===== src/rtl/uart_sim_pkg.sv =====
// Shared types for the simulation UART receiver: FSM states and bit-period math.
// Combinational helpers only; no latency, no backpressure.
package uart_sim_pkg;

   typedef enum logic [2:0] {
      IDLE,
      START,
      DATA,
      STOP,
      BREAK
   } state_e;

   function automatic int calc_cpb(input int freq, input int baud);
      return freq / baud;
   endfunction

endpackage


===== src/rtl/bit_sync.sv =====
// Two-flop synchronizer for a single asynchronous bit, reset to RST_VAL.
// Latency 2 cycles; no backpressure.
module bit_sync #(
   parameter logic RST_VAL = 1'b1
) (
   input  logic clk_i,
   input  logic rst_i,
   input  logic d_i,
   output logic q_o
);

   logic [1:0] ff_q;

   always_ff @(posedge clk_i) begin
      if (rst_i) begin
         ff_q <= {2{RST_VAL}};
      end else begin
         ff_q <= {ff_q[0], d_i};
      end
   end

   assign q_o = ff_q[1];

endmodule


===== src/rtl/uart_rx_monitor.sv =====
// 8N1 UART receiver watching a serial line; strobes each byte and optionally echoes it.
// Strobe lands 2+HALF+9*CPB edges after the start bit is first sampled; no backpressure.
module uart_rx_monitor
   import uart_sim_pkg::*;
#(
   parameter int FREQ  = 27000000,
   parameter int BAUD  = 115200,
   parameter int PRINT = 1
) (
   input  logic        clk_i,
   input  logic        rst_i,
   input  logic        uart_tx_i,
   output logic [7:0]  data_o,
   output logic        valid_o,
   output logic        frame_err_o,
   output logic        busy_o,
   output logic [15:0] rx_count_o
);

   localparam int CPB  = calc_cpb(FREQ, BAUD);
   localparam int HALF = CPB / 2;
   localparam int CW   = $clog2(CPB);

   if (CPB < 4) begin : g_cpb_check
      $fatal(1, "uart_rx_monitor: FREQ/BAUD must be at least 4");
   end

   logic          rx_s;
   state_e        state_q;
   logic [CW-1:0] cnt_q;
   logic [2:0]    bit_idx_q;
   logic [7:0]    shift_q;
   logic [7:0]    data_q;
   logic          valid_q;
   logic          frame_err_q;
   logic [15:0]   rx_count_q;

   bit_sync #(
      .RST_VAL (1'b1)
   ) u_sync (
      .clk_i (clk_i),
      .rst_i (rst_i),
      .d_i   (uart_tx_i),
      .q_o   (rx_s)
   );

   always_ff @(posedge clk_i) begin
      if (rst_i) begin
         state_q     <= IDLE;
         cnt_q       <= '0;
         bit_idx_q   <= '0;
         shift_q     <= '0;
         data_q      <= '0;
         valid_q     <= 1'b0;
         frame_err_q <= 1'b0;
         rx_count_q  <= '0;
      end else begin
         valid_q     <= 1'b0;
         frame_err_q <= 1'b0;
         case (state_q)
            IDLE: begin
               if (!rx_s) begin
                  state_q <= START;
                  cnt_q   <= '0;
               end
            end
            START: begin
               // Re-check at mid start bit so a short glitch is dropped silently.
               if (cnt_q == CW'(HALF - 1)) begin
                  if (!rx_s) begin
                     state_q   <= DATA;
                     cnt_q     <= '0;
                     bit_idx_q <= '0;
                  end else begin
                     state_q <= IDLE;
                  end
               end else begin
                  cnt_q <= cnt_q + CW'(1);
               end
            end
            DATA: begin
               if (cnt_q == CW'(CPB - 1)) begin
                  shift_q   <= {rx_s, shift_q[7:1]};
                  cnt_q     <= '0;
                  bit_idx_q <= bit_idx_q + 3'd1;
                  if (bit_idx_q == 3'd7) begin
                     state_q <= STOP;
                  end
               end else begin
                  cnt_q <= cnt_q + CW'(1);
               end
            end
            STOP: begin
               if (cnt_q == CW'(CPB - 1)) begin
                  cnt_q <= '0;
                  if (rx_s) begin
                     data_q     <= shift_q;
                     valid_q    <= 1'b1;
                     rx_count_q <= rx_count_q + 16'd1;
                     state_q    <= IDLE;
                  end else begin
                     frame_err_q <= 1'b1;
                     state_q     <= BREAK;
                  end
               end else begin
                  cnt_q <= cnt_q + CW'(1);
               end
            end
            BREAK: begin
               // A held-low line must go high before a new start bit is accepted.
               if (rx_s) begin
                  state_q <= IDLE;
               end
            end
            default: state_q <= IDLE;
         endcase
      end
   end

   assign data_o      = data_q;
   assign valid_o     = valid_q;
   assign frame_err_o = frame_err_q;
   assign busy_o      = (state_q != IDLE);
   assign rx_count_o  = rx_count_q;

`ifndef SYNTHESIS
   always_ff @(posedge clk_i) begin
      if (PRINT != 0 && valid_q) begin
         $write("%c", data_q);
      end
   end
`endif

endmodule


===== config.mk =====
export PLATFORM = sky130hd
export DESIGN_NAME = uart_rx_monitor
export DESIGN_NICKNAME = d
export VERILOG_FILES = /design/src/rtl/uart_sim_pkg.sv /design/src/rtl/bit_sync.sv /design/src/rtl/uart_rx_monitor.sv
export SDC_FILE = /design/constraint.sdc
export NUM_CORES = 1
export LEC_CHECK = 0
export CAP_MARGIN = 0
export CORE_MARGIN = 2
export CORE_UTILIZATION = 40
export DETAILED_ROUTE_END_ITERATION = 10
export PLACE_DENSITY = 0.62
export SKIP_CTS_REPAIR_TIMING = 1
export SLEW_MARGIN = 25
export SYNTH_ARGS = -nofsm -noshare
export SYNTH_HDL_FRONTEND = slang
export SYNTH_SLANG_ARGS = --single-unit

===== constraint.sdc =====
create_clock -name clk_i -period 1.71 [get_ports clk_i]
set_input_delay 0.342 -clock clk_i [delete_from_list [all_inputs] [get_ports clk_i]]
set_output_delay 0.342 -clock clk_i [all_outputs]
set_load 0.02 [all_outputs]

# [Word-level counts from Yosys, hierarchy flattened]
# Index checks and enable logic that the tools add are counted.
[word_totals] reg_bits=50 inputBits=3 word_cells=57
[op_classes] addsub=3 eq_ne=14 muxes=19 bitwise=2 n_reduce_logical=10
[op_table] cell="$mux W3" n=10
[op_table] cell="$mux W8" n=3
[op_table] cell="$pmux W8 S3" n=1
[op_table] cell="$add A16 B1 Y16 const B" n=1
[op_table] cell="$pmux W3 S5" n=1
[op_table] cell="$ne A2 B2 Y1 const B" n=6
[op_table] cell="$add A8 B1 Y8 const B" n=1
[op_table] cell="$eq A8 B7 Y1 const B" n=1
[op_table] cell="$eq A8 B8 Y1 const B" n=1
[op_table] cell="$eq A3 B2 Y1 const B" n=2
[op_table] cell="$eq A3 B3 Y1 const B" n=2
[op_table] cell="$pmux W3 S2" n=1
[op_table] cell="$reduce_and A6 Y1" n=1
[op_table] cell="$reduce_bool A3 Y1" n=2
[op_table] cell="$reduce_and A4 Y1" n=1
[op_table] cell="$add A3 B1 Y3 const B" n=1
[op_table] cell="$eq A3 B1 Y1 const B" n=1
[op_table] cell="$logic_not A3 Y1" n=1
[op_table] cell="$reduce_and A3 Y1" n=1
[op_table] cell="$reduce_or A3 Y1" n=1
[op_table] cell="$mux W1" n=2
[op_table] cell="$mux W2" n=1
[op_table] cell="$ne A2 B1 Y1 const B" n=1
[op_table] cell="$not A1 Y1" n=2
[op_table] cell="3 further kinds" n=3

# [Longest topological paths before layout]
# Gate-level depths: netlist of the first run.
[logic_depth] word_depth=4 depth_mapped=9 mapped_depth_nobuf=6

# [Hierarchy]
# Synthesis of the first run repeated with hierarchy kept, for this count alone.
[hier_totals] hier_cells=256 area_unflattened_um2=2374.8
[modules_own_cells] module="uart_rx_monitor" instances=1 cells_per_inst=252 area_per_inst_um2=2322.2 seq_area_each_um2=960.9
[modules_own_cells] module="bit_sync" instances=1 cells_per_inst=4 area_per_inst_um2=52.6 seq_area_each_um2=40.0

# [Least setup slack after synthesis of the first run]
# OpenSTA, ideal clock, no wires.
[synth_path] path_kind="reg2reg" from="register cnt_q[1]" to="register rx_count_q[12], in the netlist rx_count_o[12]" arrival_ns=1.758 slack_ns=-0.169 path_stages_with_launch=9 n_path_buf=2 path_cell_list="dfxtp_1 inv_1 ha_1 and4_1 buf_2 nand3_4 buf_6 nor4_1 mux2_2"
[synth_via] elab_chain_cells=2
[synth_lines] item="start, declared" line="uart_rx_monitor.sv:30" source="logic [CW-1:0] cnt_q;"
[synth_lines] item="start signal, assigned" line="uart_rx_monitor.sv:78" source="cnt_q <= cnt_q + CW'(1);"
[synth_lines] item="start signal, assigned" line="uart_rx_monitor.sv:90" source="cnt_q <= cnt_q + CW'(1);"
[synth_lines] item="start signal, assigned" line="uart_rx_monitor.sv:106" source="cnt_q <= cnt_q + CW'(1);"
[synth_lines] item="$eq A8 B8 Y1" line="uart_rx_monitor.sv:94" source="if (cnt_q == CW'(CPB - 1)) begin"
[synth_lines] item="$reduce_and A3 Y1 (no source line)"
[synth_lines] item="end signal, assigned" line="uart_rx_monitor.sv:99" source="rx_count_q <= rx_count_q + 16'd1;"
[synth_lines] item="end, declared" line="uart_rx_monitor.sv:36" source="logic [15:0] rx_count_q;"
# Every way passes these cells.
# A chain may end at the register's enable or synchronous reset.

# [Worst setup path in the final report of the first run]
[layout_path] from="register cnt_q[1]" to="register rx_count_q[13], in the netlist rx_count_o[13]"
# The elaborated chain is that of the path after synthesis.

==> out/qor.csv, run 1 <==
stage;metric;value;unit
cells_and_area;most common cell after layout, fill and taps aside;dfxtp_1;
routing;Highest Signal Layer;met4;
synth;EDFF count, synth;0;
pwr;Pint;1.52;mW
clock_tree;TritonCTS Sinks;50;
timing;worst slew pin tran;0.384;ns
status;status;finished with violations;
floorplanning;# IOs;30;
status;violated checks;negative setup slack;
synth;area leader, netlist;dfxtp_1;
floorplanning;Site Rows;28;
global_route;total track usage;0.171;
routing;DRC;0;
timing;Tmin final;1.74;ns
timing;worst clock skew;0.0139;ns
setup_path;Setup crit start kind;register;
synth;cells after synthesis;274;
global_route;largest net degree at the start of global routing;19;
place;GPL Wtd Cong;0.915;
cells_and_area;Layout area overhead;37.9;%
pwr;PD cells;602;nW/um^2
cells_and_area;fraction of layout cells with a size suffix above 1;0.262;
global_route;Congestion Overflow GR;0;
routing;DRT Wirelength;5.70;mm
timing;setup_tns;-0.0859;ns
routing;Avg WL per Cell;13.7;um
global_route;number of global-route vias before repair;1983;
timing;RSZ-0062 raised after global routing;true;
timing;final setup vio count;7;
floorplanning;Die Width;82.2;um
timing;final hold violation count;0;
floorplanning;Die Ht;82.2;um
synth;ys flop type;dfxtp_1;
pwr;Leakage;1.62;nW
pwr;clock share of power;0.372;
clock_tree;clk buf depth;2;
setup_path;crit-path max FO;11;
clock_tree;worst skew pair latency;0.31;ns
pwr;maximum vdd drop;372;uV
pwr;Comb power frac;0.050;
clock_tree;CTS tree;built;
pwr;Flop pwr share;0.578;
synth;Syn Area/Cell;8.92;um^2
timing;headroom to the max-slew limit;0.741;
routing;drt initial violations;124;
floorplanning;Die ar.;6750;um^2
routing;via count;2229;
routing;Met3 Routed Length;220;um
timing;max frequency;575;MHz
setup_path;Data arrival, critical path;1.99;ns
routing;Pre-Repair DR Iteration Count;4;
routing;ANT nets after route;0;
cells_and_area;commonest cells after routing, fill and taps aside;46 x dfxtp_1, 42 x buf_4, 28 x nor2_1, 17 x mux2i_1, 17 x clkdlybuf4s50_1;
global_route;initial antenna violation count;0;
synth;Seq/Total Area, Yosys;0.409;
place;worst slack at placement;-0.163;ns
floorplanning;core area;5920;um^2
clock_tree;total CTS buffers;5;
cells_and_area;ant diodes;0;
setup_path;Worst Path Class, Setup;reg -> reg;
place;PortBufs;29;
synth;FF+latch count, synth;50;
run;max-cap violations;0;
cells_and_area;fillcell total;542;
synth;syn_nets;283;
synth;Synth Cell Area;2440;um^2
clock_tree;root buf cell;clkbuf_8;
synth;Cell variety after synth;51;
min_path;Hold Path Stages;1;
global_route;first-pass GRT wire length;9.13;mm
timing;final period utilization;1.02;
min_path;Hold Crit Class;reg -> reg;
timing;Hold Worst Slack;0.418;ns
synth;Synth Warn #;0;
floorplanning;starting density of the core;0.413;
pwr;Net Sw Power;0.510;mW
timing;Max Slew Vio Count;0;
synth;Synth async-reset ratio;0;
setup_path;CP endpoint kind;register;
routing;Via density;5.37;
setup_path;cell count of the worst reg-to-reg path;6;
routing;metal2 WL;2.66;mm
routing;wl on met1;2.79;mm
place;hpwl dp;3.89;mm
synth;synth top area cells;dfxtp_1 41%, mux2i_1 7.0%, nor2_1 4.5%;
pwr;Sw Ratio;0.251;
clock_tree;H-tree depth;2;
synth;Synth top area share;0.409;
setup_path;Critical Path RT;1.96;ns
cells_and_area;nets@finish;348;
clock_tree;Reg clk slew, reported paths;0.10;ns
place;placed insts;401;
timing;post-route setup slack;-0.0287;ns
cells_and_area;final cell count without fillers;415;
[cell type report]
cell class,count,area (um^2),area share
inverters,13,48.8,0.0145
flip-flops and latches,50,1010,0.298
repair buffers,75,681,0.202
clock inverters,3,28.8,0.00854
well taps,75,93.8,0.0278
clock buffers,5,68.8,0.0204
multi-input cells,194,1440,0.428
[cells by family after synthesis]
family | Yosys count | synth area share
and+or+nand+nor | 106 | 0.251
AOI/OAI and AO/OA | 59 | 0.159
DFF | 50 | 0.409
buffers and inverters | 31 | 0.0589
muxes | 20 | 0.0834
adders and majority gates | 6 | 0.0307
xor gates and xnor gates | 2 | 0.00717
[metrics by stage]
stage | cell area [um^2] | power (mW) | utilization
floorplan | 2480 | 1.25 | -
global placement | 3070 | 1.29 | 0.518
detailed placement | 3070 | 1.29 | 0.518
CTS | 3160 | 2.04 | 0.534
global route | 3370 | 2.10 | 0.569
finish | 3370 | 2.03 | 0.569
[sequential cells by signal, summed over array words and instances, names as in the netlist]
signal       count
bit_idx_q        3
cnt_q            8
data_o           8
frame_err_o      1
rx_count_o      16
shift_q          8
state_q          3
u_sync.ff_q      2
valid_o          1
[per-layer routing]
layer	GRT usage	up-vias
met5	0	-
met4	0.0550	0
met3	0.0293	2
met2	0.261	42
met1	0.244	1054
li1	-	1131
[power by group through the flow]
stage	clock, mW	combinational [mW]	sequential (mW)
final	0.755	0.102	1.17
after global routing	0.814	0.112	1.17
after CTS	0.773	0.0910	1.17
after detailed placement	0	0.0901	1.20
after global placement	0	0.0902	1.20
after floorplan	0	0.0522	1.20
[final timing paths]
check / start / endpoint / slack [ns]
setup / recovery: cnt_q[1] / rx_count_o[13] / -0.03
hold / removal: u_sync.ff_q[0] / u_sync.ff_q[1] / 0.42
setup reg to reg: cnt_q[1] / rx_count_o[13] / -0.03
hold reg to reg: u_sync.ff_q[0] / u_sync.ff_q[1] / 0.42
[worst max-delay path, stage by stage, from the launching register on]
cell and delay (ns):
dfxtp_2 0.33, inv_2 0.05, ha_1 0.13, and4_4 0.25, nand4_4 0.19, or4_1 0.57
a21oi_2 0.14
[synthesized netlist by cell type (2+ instances only)]
cell and count:
a211oi_1 3, a21o_1 2, a21oi_1 14, a22oi_1 2, a31oi_1 2, and2_1 3, and3_1 3, and3b_1 2
and4_1 3, buf_2 4, buf_4 2, buf_6 2, clkbuf_1 9, dfxtp_1 50, ha_1 6, inv_1 13
mux2_2 2, mux2i_1 17, nand2_1 13, nand3_1 10, nand4_1 5, nor2_1 29, nor2b_1 7, nor3_1 4
nor4_1 4, o211a_1 2, o21ai_0 12, o221ai_1 3, o22ai_1 3, o31ai_1 10, or2_2 3, or3_1 3
or4_1 9
(Power assumes the default switching activity.)
==> run 2: changes to the inputs <==
--- a/config.mk
+++ b/config.mk
@@ -14,4 +14,5 @@
 export SLEW_MARGIN = 25
 export SYNTH_ARGS = -nofsm -noshare
 export SYNTH_HDL_FRONTEND = slang
+export SYNTH_HIERARCHICAL = 1
 export SYNTH_SLANG_ARGS = --single-unit
==> constraint.sdc (replaced) <==
create_clock -name clk_i -period 1.71 [get_ports clk_i]
set_input_delay 0.342 -clock clk_i [delete_from_list [all_inputs] [get_ports clk_i]]
set_output_delay 0.342 -clock clk_i [all_outputs]
set_load 0.05 [all_outputs]
==> out/qor.csv, run 2 <==
stage;metric;value;unit;change
synth;ys flop type;dfxtp_1;;
clock_tree;H-tree depth;2;;unchanged
timing;RSZ-0062 raised after global routing;true;;
synth;most common cell in the netlist;dfxtp_1;;
timing;setup_tns;-0.0755;ns;+0.0104 ns
synth;Synth Warn #;6;;+6
floorplanning;# IOs;30;;unchanged
synth;synth top area cells;dfxtp_1 42%, mux2i_1 8.4%, nor2_1 6.2%;;
routing;Avg WL per Cell;12.7;um;-7.8%
routing;DRT Wirelength;4.95;mm;-13%
setup_path;Worst Path Class, Setup;reg -> reg;;
setup_path;crit path from;cnt_q[0];;
pwr;Pint;1.52;mW;-0.24%
cells_and_area;commonest cells after routing, fill and taps aside;59 x buf_4, 39 x nor2_1, 37 x dfxtp_1, 20 x mux2i_1, 14 x nand2_1;;
timing;Hold Worst Slack;0.414;ns;-0.00377 ns
timing;post-route setup slack;-0.0684;ns;-0.0397 ns
setup_path;CP cell instances;inv_4 > ha_4 > nand4_1 > buf_4 > o31ai_4 > a21boi_1 > buf_4 > a21o_1 > a22o_1;;
cells_and_area;fillcell total;558;;+3.0%
pwr;maximum vdd drop;502;uV;+35%
routing;DRC;0;;unchanged
timing;Tmin final;1.78;ns;+0.0397 ns
synth;Seq/Total Area, Yosys;0.421;;+0.0121
clock_tree;CTS tree;built;;
setup_path;most used cell along the critical path;buf_4;;
clock_tree;root buf cell;clkbuf_8;;
routing;Via density;4.98;;-7.3%
cells_and_area;ant diodes;0;;unchanged
cells_and_area;most common cell after layout, fill and taps aside;buf_4;;
pwr;Flop pwr share;0.589;;+0.011
status;status;finished with violations;;
global_route;largest net degree at the start of global routing;30;;+11
routing;drt initial violations;98;;-21%
clock_tree;Reg clk slew, reported paths;0.09;ns;about the same
global_route;initial antenna violation count;0;;unchanged
synth;area leader, netlist;dfxtp_1;;
cells_and_area;fraction of layout cells with a size suffix above 1;0.361;;+0.0990
min_path;Hold Crit Class;reg -> reg;;
pwr;Sw Ratio;0.237;;-0.0142
routing;via count;1946;;-13%
pwr;Net Sw Power;0.471;mW;-7.6%
timing;final period utilization;1.04;;+0.0232
setup_path;family with the most delay on the worst path;compound AO/OA/AOI/OAI gates;;
synth;Cell variety after synth;47;;-7.8%
pwr;Final Power;1.99;mW;-2.1%
setup_path;slowest CP cell;dfxtp_4;;
timing;Max Slew Vio Count;0;;unchanged
setup_path;Max stage delay on crit path;0.38;ns;-0.19 ns
synth;Synth top cells by count;50 x dfxtp_1, 39 x nor2_1, 20 x mux2i_1, 14 x nand2_1, 13 x nand3_1;;
cells_and_area;Layout area overhead;32.9;%;
timing;headroom to the max-slew limit;0.807;;+0.0656
run;max-cap violations;0;;unchanged
status;violated checks;negative setup slack;;
clock_tree;total CTS buffers;5;;unchanged
pwr;clock share of power;0.346;;-0.026
timing;final setup vio count;2;;-5
global_route;Congestion Overflow GR;0;;unchanged
global_route;number of global-route vias before repair;1666;;-16%
place;hpwl dp;3.43;mm;-12%
timing;worst clock skew;0.00486;ns;-0.00901 ns
place;GPL Wtd Cong;0.771;;-16%
routing;ANT nets after route;0;;unchanged
floorplanning;Die ar.;6570;um^2;-2.7%
timing;worst slew pin tran;0.289;ns;-0.0944 ns
floorplanning;core area;5820;um^2;-1.8%
pwr;Leakage;1.37;nW;-16%
synth;FF+latch count, synth;50;;unchanged
synth;Synth async-reset ratio;0;;unchanged
synth;cells after synthesis;256;;-6.6%
global_route;total track usage;0.154;;-0.0171
synth;Synth Cell Area;2370;um^2;-2.9%
place;PortBufs;29;;unchanged
synth;Synth top area share;0.421;;+0.0121
clock_tree;clk buf depth;2;;unchanged
pwr;PD cells;629;nW/um^2;+4.5%
setup_path;crit path buf inv count;3;;+2
routing;Pre-Repair DR Iteration Count;4;;unchanged
timing;final hold violation count;0;;unchanged
floorplanning;Die Ht;81.1;um;-1.4%
pwr;Comb power frac;0.065;;+0.015
synth;EDFF count, synth;0;;unchanged
cells_and_area;nets@finish;324;;-6.9%
min_path;hold path startpoint;u_sync/ff_q[0];;
setup_path;crit-path max FO;11;;unchanged
setup_path;Critical Path RT;1.91;ns;-0.05 ns
place;worst slack at placement;-0.0303;ns;+0.133 ns
floorplanning;Site Rows;28;;unchanged
timing;max frequency;562;MHz;-2.2%
floorplanning;Die Width;81.1;um;-1.4%
synth;syn_nets;265;;-6.4%
clock_tree;worst skew pair latency;0.30;ns;about the same
cells_and_area;max FFs per register;16;;unchanged
setup_path;CP endpoint kind;register;;
setup_path;Data arrival, critical path;1.97;ns;-0.02 ns
floorplanning;starting density of the core;0.408;;-0.00459
global_route;first-pass GRT wire length;7.89;mm;-14%
setup_path;Setup crit start kind;register;;
synth;Syn Area/Cell;9.28;um^2;+4.0%
clock_tree;TritonCTS Sinks;50;;unchanged
setup_path;reg2reg start;cnt_q[0];;
==> run 2: cell types whose count changed after synthesis, moves of 6 or more <==
cell / change
nor2_1: +10
o31ai_1: -9
or4_1: -9
inv_1: -8
nand2b_1: +6
xor2_1: +6
==> run 2: worst paths after layout <==
kind / slack (ns) / cells after the start / to
setup / recovery: -0.07 / 9 / cnt_q[6]
hold / removal: 0.41 / 1 / u_sync/ff_q[1]
hold reg to reg: 0.41 / 1 / u_sync/ff_q[1]
setup reg to reg: -0.07 / 9 / cnt_q[6]
==> run 2: cells by family (layout without fill, tap and decap cells) <==
logic type,after synthesis,in the layout,synth area share
adder cells (fa/ha/maj),6,6,0.0316
multiplexers,20,20,0.0843
AO/OA/AOI/OAI,34,34,0.0933
AND/OR/NAND/NOR,117,117,0.295
buffers and inverters,19,79,0.0379
XOR/XNOR,10,10,0.0369
flip-flops,50,50,0.421
==> run 2: layer usage <==
metal  vias to the layer above  share of wire  global-route usage
met5                         -              0                   0
met4                         0          0.011              0.0508
met3                         7          0.033              0.0333
met2                        26           0.45               0.231
met1                       908           0.50               0.219
li1                       1005              -                   -
==> run 2: layout make-up <==
cell class | instances | area, um^2 | area share
clock inverters | 2 | 13.8 | 0.00436
clock buffers | 6 | 72.6 | 0.0230
well taps | 75 | 93.8 | 0.0297
repair buffers | 66 | 544 | 0.172
flip-flops and latches | 50 | 1030 | 0.325
multi-input cells | 187 | 1380 | 0.438
inverters | 5 | 23.8 | 0.00753
==> run 2: power by group through the flow <==
stage          combinational, mW  clock [mW]  sequential, mW
2_1_floorplan             0.0708           0            1.20
3_3_place_gp               0.106           0            1.20
3_5_place_dp               0.108           0            1.20
4_1_cts                    0.108       0.711            1.17
5_1_grt                    0.142       0.748            1.17
6_report                   0.129       0.686            1.17
==> run 2: metrics by stage <==
step	utilization	cell area [um^2]	std cells
finish	0.543	3160	391
global route	0.543	3160	391
CTS	0.512	2980	380
detailed placement	0.497	2890	372
global placement	0.497	2890	372
floorplan	-	2420	256
==> run 3: changes to the inputs <==
--- a/config.mk
+++ b/config.mk
@@ -11,7 +11,7 @@
 export DETAILED_ROUTE_END_ITERATION = 10
 export PLACE_DENSITY = 0.62
 export SKIP_CTS_REPAIR_TIMING = 1
-export SLEW_MARGIN = 25
+export SLEW_MARGIN = 20
 export SYNTH_ARGS = -nofsm -noshare
 export SYNTH_HDL_FRONTEND = slang
 export SYNTH_HIERARCHICAL = 1
==> results of run 3 <==
Same layout as run 2: the final DEF is identical, and so are final timing and power.
